[config.mk]
export PLATFORM = sky130hd
export DESIGN_NAME = i2c_target
export DESIGN_NICKNAME = d
export VERILOG_FILES = /design/src/rtl/i2c_pkg.sv /design/src/rtl/i2c_bus_sync.sv /design/src/rtl/i2c_target.sv
export SDC_FILE = /design/constraint.sdc
export NUM_CORES = 1
export LEC_CHECK = 0
export BUFFER_PORTS_ARGS = -buffer_cell sky130_fd_sc_hd__clkbuf_2
export CAP_MARGIN = 20
export CORE_MARGIN = 4
export CORE_UTILIZATION = 60
export DETAILED_ROUTE_END_ITERATION = 10
export PLACE_DENSITY = 0.81
export SLEW_MARGIN = 40
export SYNTH_ARGS = -nofsm -noshare
export SYNTH_HDL_FRONTEND = slang
export SYNTH_SLANG_ARGS = --single-unit
[constraint.sdc]
create_clock -name clk -period 5.3 [get_ports clk]
set_clock_uncertainty 0.1 [all_clocks]
set_input_delay 0.795 -clock clk [delete_from_list [all_inputs] [get_ports clk]]
set_output_delay 0.795 -clock clk [all_outputs]
set_load 0.01 [all_outputs]
[src/rtl/i2c_pkg.sv]
// Shared definitions for the I2C target: FSM state encoding, bit-count
// constants and the default device address used by initiator and target.
package i2c_pkg;

  typedef enum logic [3:0] {
    ST_IDLE,
    ST_ADDR,
    ST_ADDR_ACK,
    ST_REG,
    ST_REG_ACK,
    ST_WDATA,
    ST_WDATA_ACK,
    ST_RDATA,
    ST_RDATA_ACK
  } i2c_tgt_state_t;

  localparam int BYTE_BITS = 8;
  localparam int ACK_BIT   = 8;

  localparam logic [6:0] I2C_DEFAULT_DEV_ADDR = 7'h1A;

  // Register pointer advance; natural 8-bit wrap from 8'hFF to 8'h00.
  function automatic logic [7:0] ptr_next(input logic [7:0] p);
    return p + 8'd1;
  endfunction

endpackage

[src/rtl/i2c_bus_sync.sv]
// Two-flop synchronizers for SCL/SDA plus registered bus-event pulses.
// sda_lvl is delayed one extra stage so it lines up with the event pulses.
module i2c_bus_sync (
  input  logic clk,
  input  logic reset,
  input  logic scl_i,
  input  logic sda_i,
  output logic scl_rise,
  output logic scl_fall,
  output logic start_det,
  output logic stop_det,
  output logic sda_lvl
);

  logic scl_meta_q, scl_meta_d, scl_sync_q, scl_sync_d, scl_prev_q, scl_prev_d;
  logic sda_meta_q, sda_meta_d, sda_sync_q, sda_sync_d, sda_prev_q, sda_prev_d;
  logic rise_q, rise_d, fall_q, fall_d, start_q, start_d, stop_q, stop_d;

  // Next-state for the synchronizer chains and the edge/condition pulses
  always_comb begin
    scl_meta_d = scl_i;
    scl_sync_d = scl_meta_q;
    scl_prev_d = scl_sync_q;
    sda_meta_d = sda_i;
    sda_sync_d = sda_meta_q;
    sda_prev_d = sda_sync_q;
    rise_d     = scl_sync_q & ~scl_prev_q;
    fall_d     = ~scl_sync_q & scl_prev_q;
    start_d    = scl_sync_q & scl_prev_q & sda_prev_q & ~sda_sync_q;
    stop_d     = scl_sync_q & scl_prev_q & ~sda_prev_q & sda_sync_q;
  end

  // Bus idles high, so the chains reset to 1 to avoid phantom events
  always_ff @(posedge clk) begin
    if (!reset) begin
      scl_meta_q <= 1'b1;
      scl_sync_q <= 1'b1;
      scl_prev_q <= 1'b1;
      sda_meta_q <= 1'b1;
      sda_sync_q <= 1'b1;
      sda_prev_q <= 1'b1;
      rise_q     <= 1'b0;
      fall_q     <= 1'b0;
      start_q    <= 1'b0;
      stop_q     <= 1'b0;
    end else begin
      scl_meta_q <= scl_meta_d;
      scl_sync_q <= scl_sync_d;
      scl_prev_q <= scl_prev_d;
      sda_meta_q <= sda_meta_d;
      sda_sync_q <= sda_sync_d;
      sda_prev_q <= sda_prev_d;
      rise_q     <= rise_d;
      fall_q     <= fall_d;
      start_q    <= start_d;
      stop_q     <= stop_d;
    end
  end

  assign scl_rise  = rise_q;
  assign scl_fall  = fall_q;
  assign start_det = start_q;
  assign stop_det  = stop_q;
  assign sda_lvl   = sda_prev_q;

endmodule

[src/rtl/i2c_target.sv]
// I2C target: address match, register pointer, auto-increment writes and
// register-file reads. wr_valid and rd_req are single-cycle strobes with no
// back-pressure (valid without ready): the register file must accept a write
// on the strobe cycle and present rd_data two cycles after rd_req.
module i2c_target
  import i2c_pkg::*;
#(
  parameter logic [6:0] DEV_ADDR = I2C_DEFAULT_DEV_ADDR
) (
  input  logic           clk,
  input  logic           reset,
  input  logic           scl_i,
  input  logic           sda_i,
  output logic           sda_oe,
  output logic           wr_valid,
  output logic [7:0]     wr_addr,
  output logic [7:0]     wr_data,
  output logic           rd_req,
  output logic [7:0]     rd_addr,
  input  logic [7:0]     rd_data,
  output logic           busy,
  output i2c_tgt_state_t dbg_state,
  output logic [7:0]     dbg_ptr
);

  logic scl_rise, scl_fall, start_det, stop_det, sda_lvl;

  i2c_bus_sync u_sync (
    .clk       (clk),
    .reset     (reset),
    .scl_i     (scl_i),
    .sda_i     (sda_i),
    .scl_rise  (scl_rise),
    .scl_fall  (scl_fall),
    .start_det (start_det),
    .stop_det  (stop_det),
    .sda_lvl   (sda_lvl)
  );

  i2c_tgt_state_t state_q, state_d;
  logic [3:0] cnt_q, cnt_d;
  logic [7:0] shift_q, shift_d, ptr_q, ptr_d;
  logic       rw_q, rw_d, sda_oe_q, sda_oe_d, busy_q, busy_d;
  logic       wr_valid_q, wr_valid_d, rd_req_q, rd_req_d;
  logic [7:0] wr_addr_q, wr_addr_d, wr_data_q, wr_data_d, rd_addr_q, rd_addr_d;
  logic       rd_p1_q, rd_p1_d, rd_p2_q, rd_p2_d;
  logic [7:0] byte_in;
  logic       last_bit;

  // FSM next-state: bus conditions first, then per-state bit handling
  always_comb begin
    state_d    = state_q;
    cnt_d      = cnt_q;
    shift_d    = shift_q;
    ptr_d      = ptr_q;
    rw_d       = rw_q;
    sda_oe_d   = sda_oe_q;
    busy_d     = busy_q;
    wr_valid_d = 1'b0;
    wr_addr_d  = wr_addr_q;
    wr_data_d  = wr_data_q;
    rd_req_d   = 1'b0;
    rd_addr_d  = rd_addr_q;
    rd_p1_d    = rd_req_q;
    rd_p2_d    = rd_p1_q;
    byte_in    = {shift_q[6:0], sda_lvl};
    last_bit   = (cnt_q == 4'(BYTE_BITS - 1));

    // Read data arrives two cycles after the request, long before SCL falls
    if (rd_p2_q) shift_d = rd_data;

    if (stop_det) begin
      state_d  = ST_IDLE;
      sda_oe_d = 1'b0;
      busy_d   = 1'b0;
      cnt_d    = 4'd0;
    end else if (start_det) begin
      state_d  = ST_ADDR;
      sda_oe_d = 1'b0;
      cnt_d    = 4'd0;
    end else begin
      case (state_q)
        ST_IDLE: ;
        ST_ADDR: if (scl_rise) begin
          shift_d = byte_in;
          cnt_d   = cnt_q + 4'd1;
          if (last_bit) begin
            if (byte_in[7:1] == DEV_ADDR) begin
              state_d = ST_ADDR_ACK;
              busy_d  = 1'b1;
              rw_d    = byte_in[0];
              if (byte_in[0]) begin
                rd_req_d  = 1'b1;
                rd_addr_d = ptr_q;
              end
            end else begin
              state_d = ST_IDLE;
              busy_d  = 1'b0;
            end
          end
        end
        ST_ADDR_ACK: if (scl_fall) begin
          if (cnt_q == 4'(ACK_BIT)) begin
            sda_oe_d = 1'b1;
            cnt_d    = cnt_q + 4'd1;
          end else if (rw_q) begin
            // The fall that ends the ACK also launches the first read bit
            sda_oe_d = ~shift_q[7];
            shift_d  = {shift_q[6:0], 1'b0};
            cnt_d    = 4'd1;
            state_d  = ST_RDATA;
          end else begin
            sda_oe_d = 1'b0;
            cnt_d    = 4'd0;
            state_d  = ST_REG;
          end
        end
        ST_REG: if (scl_rise) begin
          shift_d = byte_in;
          cnt_d   = cnt_q + 4'd1;
          if (last_bit) begin
            ptr_d   = byte_in;
            state_d = ST_REG_ACK;
          end
        end
        ST_REG_ACK: if (scl_fall) begin
          if (cnt_q == 4'(ACK_BIT)) begin
            sda_oe_d = 1'b1;
            cnt_d    = cnt_q + 4'd1;
          end else begin
            sda_oe_d = 1'b0;
            cnt_d    = 4'd0;
            state_d  = ST_WDATA;
          end
        end
        ST_WDATA: if (scl_rise) begin
          shift_d = byte_in;
          cnt_d   = cnt_q + 4'd1;
          if (last_bit) begin
            wr_valid_d = 1'b1;
            wr_addr_d  = ptr_q;
            wr_data_d  = byte_in;
            state_d    = ST_WDATA_ACK;
          end
        end
        ST_WDATA_ACK: if (scl_fall) begin
          if (cnt_q == 4'(ACK_BIT)) begin
            sda_oe_d = 1'b1;
            cnt_d    = cnt_q + 4'd1;
          end else begin
            sda_oe_d = 1'b0;
            cnt_d    = 4'd0;
            ptr_d    = ptr_next(ptr_q);
            state_d  = ST_WDATA;
          end
        end
        ST_RDATA: if (scl_fall) begin
          if (cnt_q < 4'(BYTE_BITS)) begin
            sda_oe_d = ~shift_q[7];
            shift_d  = {shift_q[6:0], 1'b0};
            cnt_d    = cnt_q + 4'd1;
          end else begin
            sda_oe_d = 1'b0;
            state_d  = ST_RDATA_ACK;
          end
        end
        ST_RDATA_ACK: if (scl_rise) begin
          if (!sda_lvl) begin
            ptr_d     = ptr_next(ptr_q);
            rd_req_d  = 1'b1;
            rd_addr_d = ptr_next(ptr_q);
            cnt_d     = 4'd0;
            state_d   = ST_RDATA;
          end else begin
            state_d = ST_IDLE;
            busy_d  = 1'b0;
          end
        end
        default: state_d = ST_IDLE;
      endcase
    end
  end

  // FSM and output registers
  always_ff @(posedge clk) begin
    if (!reset) begin
      state_q    <= ST_IDLE;
      cnt_q      <= 4'd0;
      shift_q    <= 8'd0;
      ptr_q      <= 8'd0;
      rw_q       <= 1'b0;
      sda_oe_q   <= 1'b0;
      busy_q     <= 1'b0;
      wr_valid_q <= 1'b0;
      wr_addr_q  <= 8'd0;
      wr_data_q  <= 8'd0;
      rd_req_q   <= 1'b0;
      rd_addr_q  <= 8'd0;
      rd_p1_q    <= 1'b0;
      rd_p2_q    <= 1'b0;
    end else begin
      state_q    <= state_d;
      cnt_q      <= cnt_d;
      shift_q    <= shift_d;
      ptr_q      <= ptr_d;
      rw_q       <= rw_d;
      sda_oe_q   <= sda_oe_d;
      busy_q     <= busy_d;
      wr_valid_q <= wr_valid_d;
      wr_addr_q  <= wr_addr_d;
      wr_data_q  <= wr_data_d;
      rd_req_q   <= rd_req_d;
      rd_addr_q  <= rd_addr_d;
      rd_p1_q    <= rd_p1_d;
      rd_p2_q    <= rd_p2_d;
    end
  end

  assign sda_oe    = sda_oe_q;
  assign busy      = busy_q;
  assign wr_valid  = wr_valid_q;
  assign wr_addr   = wr_addr_q;
  assign wr_data   = wr_data_q;
  assign rd_req    = rd_req_q;
  assign rd_addr   = rd_addr_q;
  assign dbg_state = state_q;
  assign dbg_ptr   = ptr_q;

endmodule

* Yosys cells after proc, flatten, opt, wreduce, memory -nomap -nowiden
Cells that the tools add are included.
Widths: inputs -> output; s select.
** Word-level totals
- Register bits after elaboration :: 65
- Bits of input ports :: 12
- Output and inout bits :: 40
** Operators by class
- $add $sub $neg :: 2
- $lt $le $gt $ge :: 1
- Equal/unequal tests :: 46
- Multiplexer cells :: 73
- Bitwise gates (word level) :: 18
- Reductions and logical operators :: 19
** Operators by type and width (count)
- $mux 8 :: 19
- $mux 4 :: 22
- $pmux 8 s3 :: 2
- $pmux 4 s8 :: 1
- $reduce_and 14->1 :: 2
- $ne 2x1->1 const B :: 12
- $mux 1 :: 21
- $ne 3x1->1 const B :: 7
- $eq 4x3->1 const B :: 5
- $ne 2x2->1 const B :: 10
- $pmux 4 s5 :: 1
- $ne 3x2->1 const B :: 6
- $reduce_and 9->1 :: 2
- $pmux 8 s2 :: 1
- $reduce_and 6->1 :: 2
- $not 1->1 :: 11
- $add 8x1->8 const B :: 1
- $eq 4x2->1 const B :: 2
- $eq 4x4->1 const B :: 2
- $reduce_and 8->1 :: 1
- $and 1x1->1 :: 7
- $eq 7x5->1 const B :: 1
- $mux 3 :: 2
- $reduce_bool 3->1 :: 2
- 14 further kinds :: 17

* Longest topological paths before layout
- Depth after elaboration :: 7
- Mapped depth :: 8
- Mapped depth without buffers :: 7

* Modules after synthesis
Synthesis repeated with hierarchy kept, for this count alone.
** Unflattened totals
- Cells, all modules :: 357
- Area total of the unflattened synthesis :: 3210.6 sq um
** By module, submodules not included
- i2c_target :: instances 1, cells an instance 335, area an instance 2919.0 sq um, seq. area each 1101.1 sq um
- i2c_bus_sync :: instances 1, cells an instance 22, area an instance 291.5 sq um, seq. area each 200.2 sq um

* Worst setup path after synthesis
Ideal clock, no wire load.
- Path kind :: register -> register
- Start point :: register cnt_q[0]
- End point :: register ptr_q[0], in the netlist dbg_ptr[0]
- Setup time :: 115 ps
- Arrival :: 1899 ps
- Data required time :: 5085 ps
- Path slack :: 3186 ps
- Cell stages (with the launch flop) :: 9
- Buffers on the path :: 1
- Period minus slack after synthesis :: 2114 ps
- Cell sequence :: dfxtp_1 > inv_1 > ha_1 > and3b_1 > nor4_1 > o221a_2 > buf_6 > mux2_4 > o21a_1
** On the way
- Word-level cells in the longest chain between the ends :: 3
- Elaborated cells between the ends (all ways) :: 5
- Those cells by class :: eq/ne: 4; reduce/logical: 1
** RTL lines
- start, declared :: RTL line i2c_target.sv:41 : logic [3:0] cnt_q, cnt_d;
- start signal, assigned :: RTL line i2c_target.sv:203 : cnt_q <= cnt_d;
- $eq 4x4->1 or $eq 4x3->1 (tied branches) :: RTL line i2c_target.sv:147, i2c_target.sv:67
- $ne 2x2->1 (no source line)
- $reduce_and 9->1 (no source line) *
- end signal, assigned :: RTL line i2c_target.sv:205 : ptr_q <= ptr_d;
- end, declared :: RTL line i2c_target.sv:42 : logic [7:0] shift_q, shift_d, ptr_q, ptr_d;
Mark *: on every way between the ends. The rest lies on a longest branch, timed or not.
A chain may end at the register's enable or synchronous reset.

* Worst setup path in the final report
- Start point :: register state_q[2], in the netlist dbg_state[2]
- End point :: register ptr_q[0], in the netlist dbg_ptr[0]
** On the way
- Word-level cells in the longest chain between the ends :: 3
- Elaborated cells between the ends (all ways) :: 12
- Those cells by class :: eq/ne: 9; mux: 1; reduce/logical: 2
** RTL lines
- start, declared :: RTL line i2c_target.sv:40 : i2c_tgt_state_t state_q, state_d;
- start signal, assigned :: RTL line i2c_target.sv:202 : state_q <= state_d;
- $eq 4x3->1 (tied with other cells) :: RTL line i2c_target.sv:82 : case (state_q)
- $ne 2x1->1 (no source line) (tied with other cells)
- $reduce_and 9->1 (no source line)
Parallel ways exist; a longest one is shown, timed or not.

==> metrics.md <==
| Metric | Value |
|---|---|
| Status | `complete, no violations` |
| Iter 0 DRT Violations | `373` |
| Gr ovfl total | `0` |
| Clk sink count | `65` |
| CTS tree | `yes` |
| Type of destination of the critical path | `flop` |
| Max_cap viols | `0` |
| PwrDens | `326.5 nW/um^2` |
| Drt total wl | `8.124 mm` |
| Residual DRC | `0` |
| Post-synth EDFFs | `0` |
| Synth Register Bits | `65` |
| Register area | `1301 sq um` |
| Post-cts repair resize count | `0` |
| Final instance area | `3664 sq um` |
| Clock latency on the worst-skew pair | `0.35 ns` |
| Yosys warnings | `0` |
| Post-CTS Hold Buffers | `0` |
| RSZ-0062 raised after global routing | `no` |
| # H-tree levels | `3` |
| Fin Setup TNS | `0 ns` |
| Max-slew violations | `0` |
| Core area | `5205 sq um` |
| Sequential area share after synthesis | `0.3976` |
| Die Wd | `81.86 microns` |
| Hold Path Class | `flop to flop` |
| Yosys top cell by area | `dfxtp_1` |
| Via count | `2934` |
| DP Wirelength | `5.714 mm` |
| Peak VDD IR | `0.2042 mV` |
| Die Span Y | `81.86 microns` |
| Commonest non-fill, non-tap cell in the layout | `dfxtp_1` |
| Layout cells sized above 1 | `0.2081` |
| Multi-input logic area | `1792 sq um` |
| Crit path max fanout | `21` |
| Synth-to-Final Area Change | `11.93%` |
| Clock tree buffer depth | `2` |
| Met2 WL | `3.567 mm` |
| Finished Core Util | `0.7038` |
| Initial Util | `0.6288` |
| GRT Util Overall | `0.2566` |
| Cells after Synth | `375` |
| ANT nets after route | `0` |
| Rows | `26` |
| Period utilization | `0.5024` |
| Fin crit period | `2.663 ns` |
| CTS clk-pin slew, worst paths | `0.08 ns` |
| CTS buffer count | `9` |
| Top post-synthesis cells by area | `dfxtp_1 (40%), nand2_1 (6.2%), a21oi_1 (4.6%)` |
| DIE AREA | `6701 sq um` |
| Top cell type's share of synthesized area | `0.3976` |
| Wire length per cell | `16.65 microns` |
| Vias in the first global route | `2614` |
| Synth cell types | `69` |
| Vias/cell | `6.012` |
| Fmax achieved | `375.5 MHz` |
| First-pass GRT wire length | `13.01 mm` |
| Syn Area/Cell | `8.728 sq um` |
| Final Power | `1.196 mW` |
| Ys flop type | `dfxtp_1` |
| Most frequent cells in the layout | `dfxtp_1 (65), nand2_1 (54), clkbuf_2 (51)` |
| Antenna violations before repair | `0` |
| CP required | `5.44 ns` |
| Pre-antenna DRT Iters | `5` |
| ANT cells | `0` |
| Kind of critical path | `flop to flop` |
| Uppermost layer routed | `met4` |
| Post-Synthesis Cell Area | `3273 sq um` |
| Non-filler cells, final | `488` |
| Final setup vio count | `0` |
| RePlAce Congestion | `0.9622` |
| Worst slew pin tran | `0.8036 ns` |
| Leak Pwr | `1.310 nW` |
| Final Hold Viols | `0` |
| Setup bufs post-CTS | `0` |
| Async set-reset flop share out of synthesis | `0` |
| FILL cells | `443` |
| Largest net degree at the start of global routing | `32` |
| Hold Path Depth | `1` |
| IO Pins | `52` |
| M1 WL | `3.664 mm` |
| Net Count, Synth | `390` |
| Area of placed instances | `3466 sq um` |
| Placed insts | `471` |
| Worst R2R Path Depth | `5` |
| Nets | `428` |
| CP arrival | `2.81 ns` |
| Routed wl met3 | `725 microns` |
| Root buf cell | `clkbuf_8` |
| Slew HR | `0.4635` |
| Number of port buffers | `51` |
| Critical path launch point type | `flop` |
[per-layer routing]
metal | up-vias | track usage
li1 | 1412 | -
met3 | 15 | 0.06798
met5 | - | 0
met4 | 0 | 0.1146
met2 | 143 | 0.3667
met1 | 1364 | 0.3598
[logic make-up (layout without fill, tap and decap cells)]
group	after synthesis	in the layout	share of synthesized area
simple gates	156	156	0.2569
fa+ha+maj	4	4	0.01453
compound gates	91	91	0.1980
buf+inv	33	76	0.05505
xor+xnor	10	10	0.02676
mux	16	16	0.05122
flops	65	65	0.3976
[stage by stage]
stage	hold WS [ns]	setup slack, ns
after floorplan	0.2863	3.186
after global placement	0.2954	2.551
after detailed placement	0.3080	2.682
after CTS	0.3303	2.656
after global routing	0.3364	2.421
final	0.3210	2.637
[layout make-up]
type / count / share of cell area
sequential: 65 / 0.3552
timing repair buffer: 52 / 0.07172
clock buffer: 11 / 0.04133
tap: 70 / 0.02391
clock inverter: 5 / 0.01059
inverter: 8 / 0.008197
multi-input combinational: 277 / 0.4891
[synthesized netlist by cell type (all sizes together) (3+ instances only)]
library cell	instances
nor2b	6
or4	3
inv	8
xor2	3
o2bb2ai	7
nand3b	4
ha	3
nor4bb	4
and2	3
nand2	54
mux2i	13
nand2b	12
nand3	11
a21oi	31
a31oi	4
nor3	8
clkbuf	9
nor3b	4
nor2	28
o21ai	14
dfxtp	65
nor4	4
or3	3
a211oi	6
xnor2	7
mux2	3
nand4	3
o211ai	4
buf	16
[flip-flops by register name, indices dropped and copies added, names as in the netlist, 4 cells and up]
| signal | cells |
|---|---|
| cnt_q | 4 |
| wr_addr | 8 |
| shift_q | 8 |
| dbg_state | 4 |
| wr_data | 8 |
| rd_addr | 8 |
| dbg_ptr | 8 |
[report_power, final]
group	internal, mW	switching, mW
logic	0.101	0.134
clock network	0.197	0.204
registers	0.501	0.0587
total	0.799	0.398
[path summary, 6_finish.rpt]
kind                                startpoint                      endpoint  slack, ns
setup / recovery     dbg_state[2]$_SDFFE_PP0P_       dbg_ptr[0]$_SDFFE_PN0P_       2.64
hold / removal    u_sync.scl_meta_q$_SDFF_PN1_  u_sync.scl_prev_d$_SDFF_PN1_       0.32
setup reg to reg     dbg_state[2]$_SDFFE_PP0P_       dbg_ptr[0]$_SDFFE_PN0P_       2.64
hold reg to reg   u_sync.scl_meta_q$_SDFF_PN1_  u_sync.scl_prev_d$_SDFF_PN1_       0.32
[critical path, stage by stage (launching register included)]
cell and delay, ns:
dfxtp_1 0.78, nand2_1 0.31, nor4_1 0.47, o221a_2 0.40
mux2_4 0.32, o21a_1 0.18
Power figures use the tool's default switching activity.
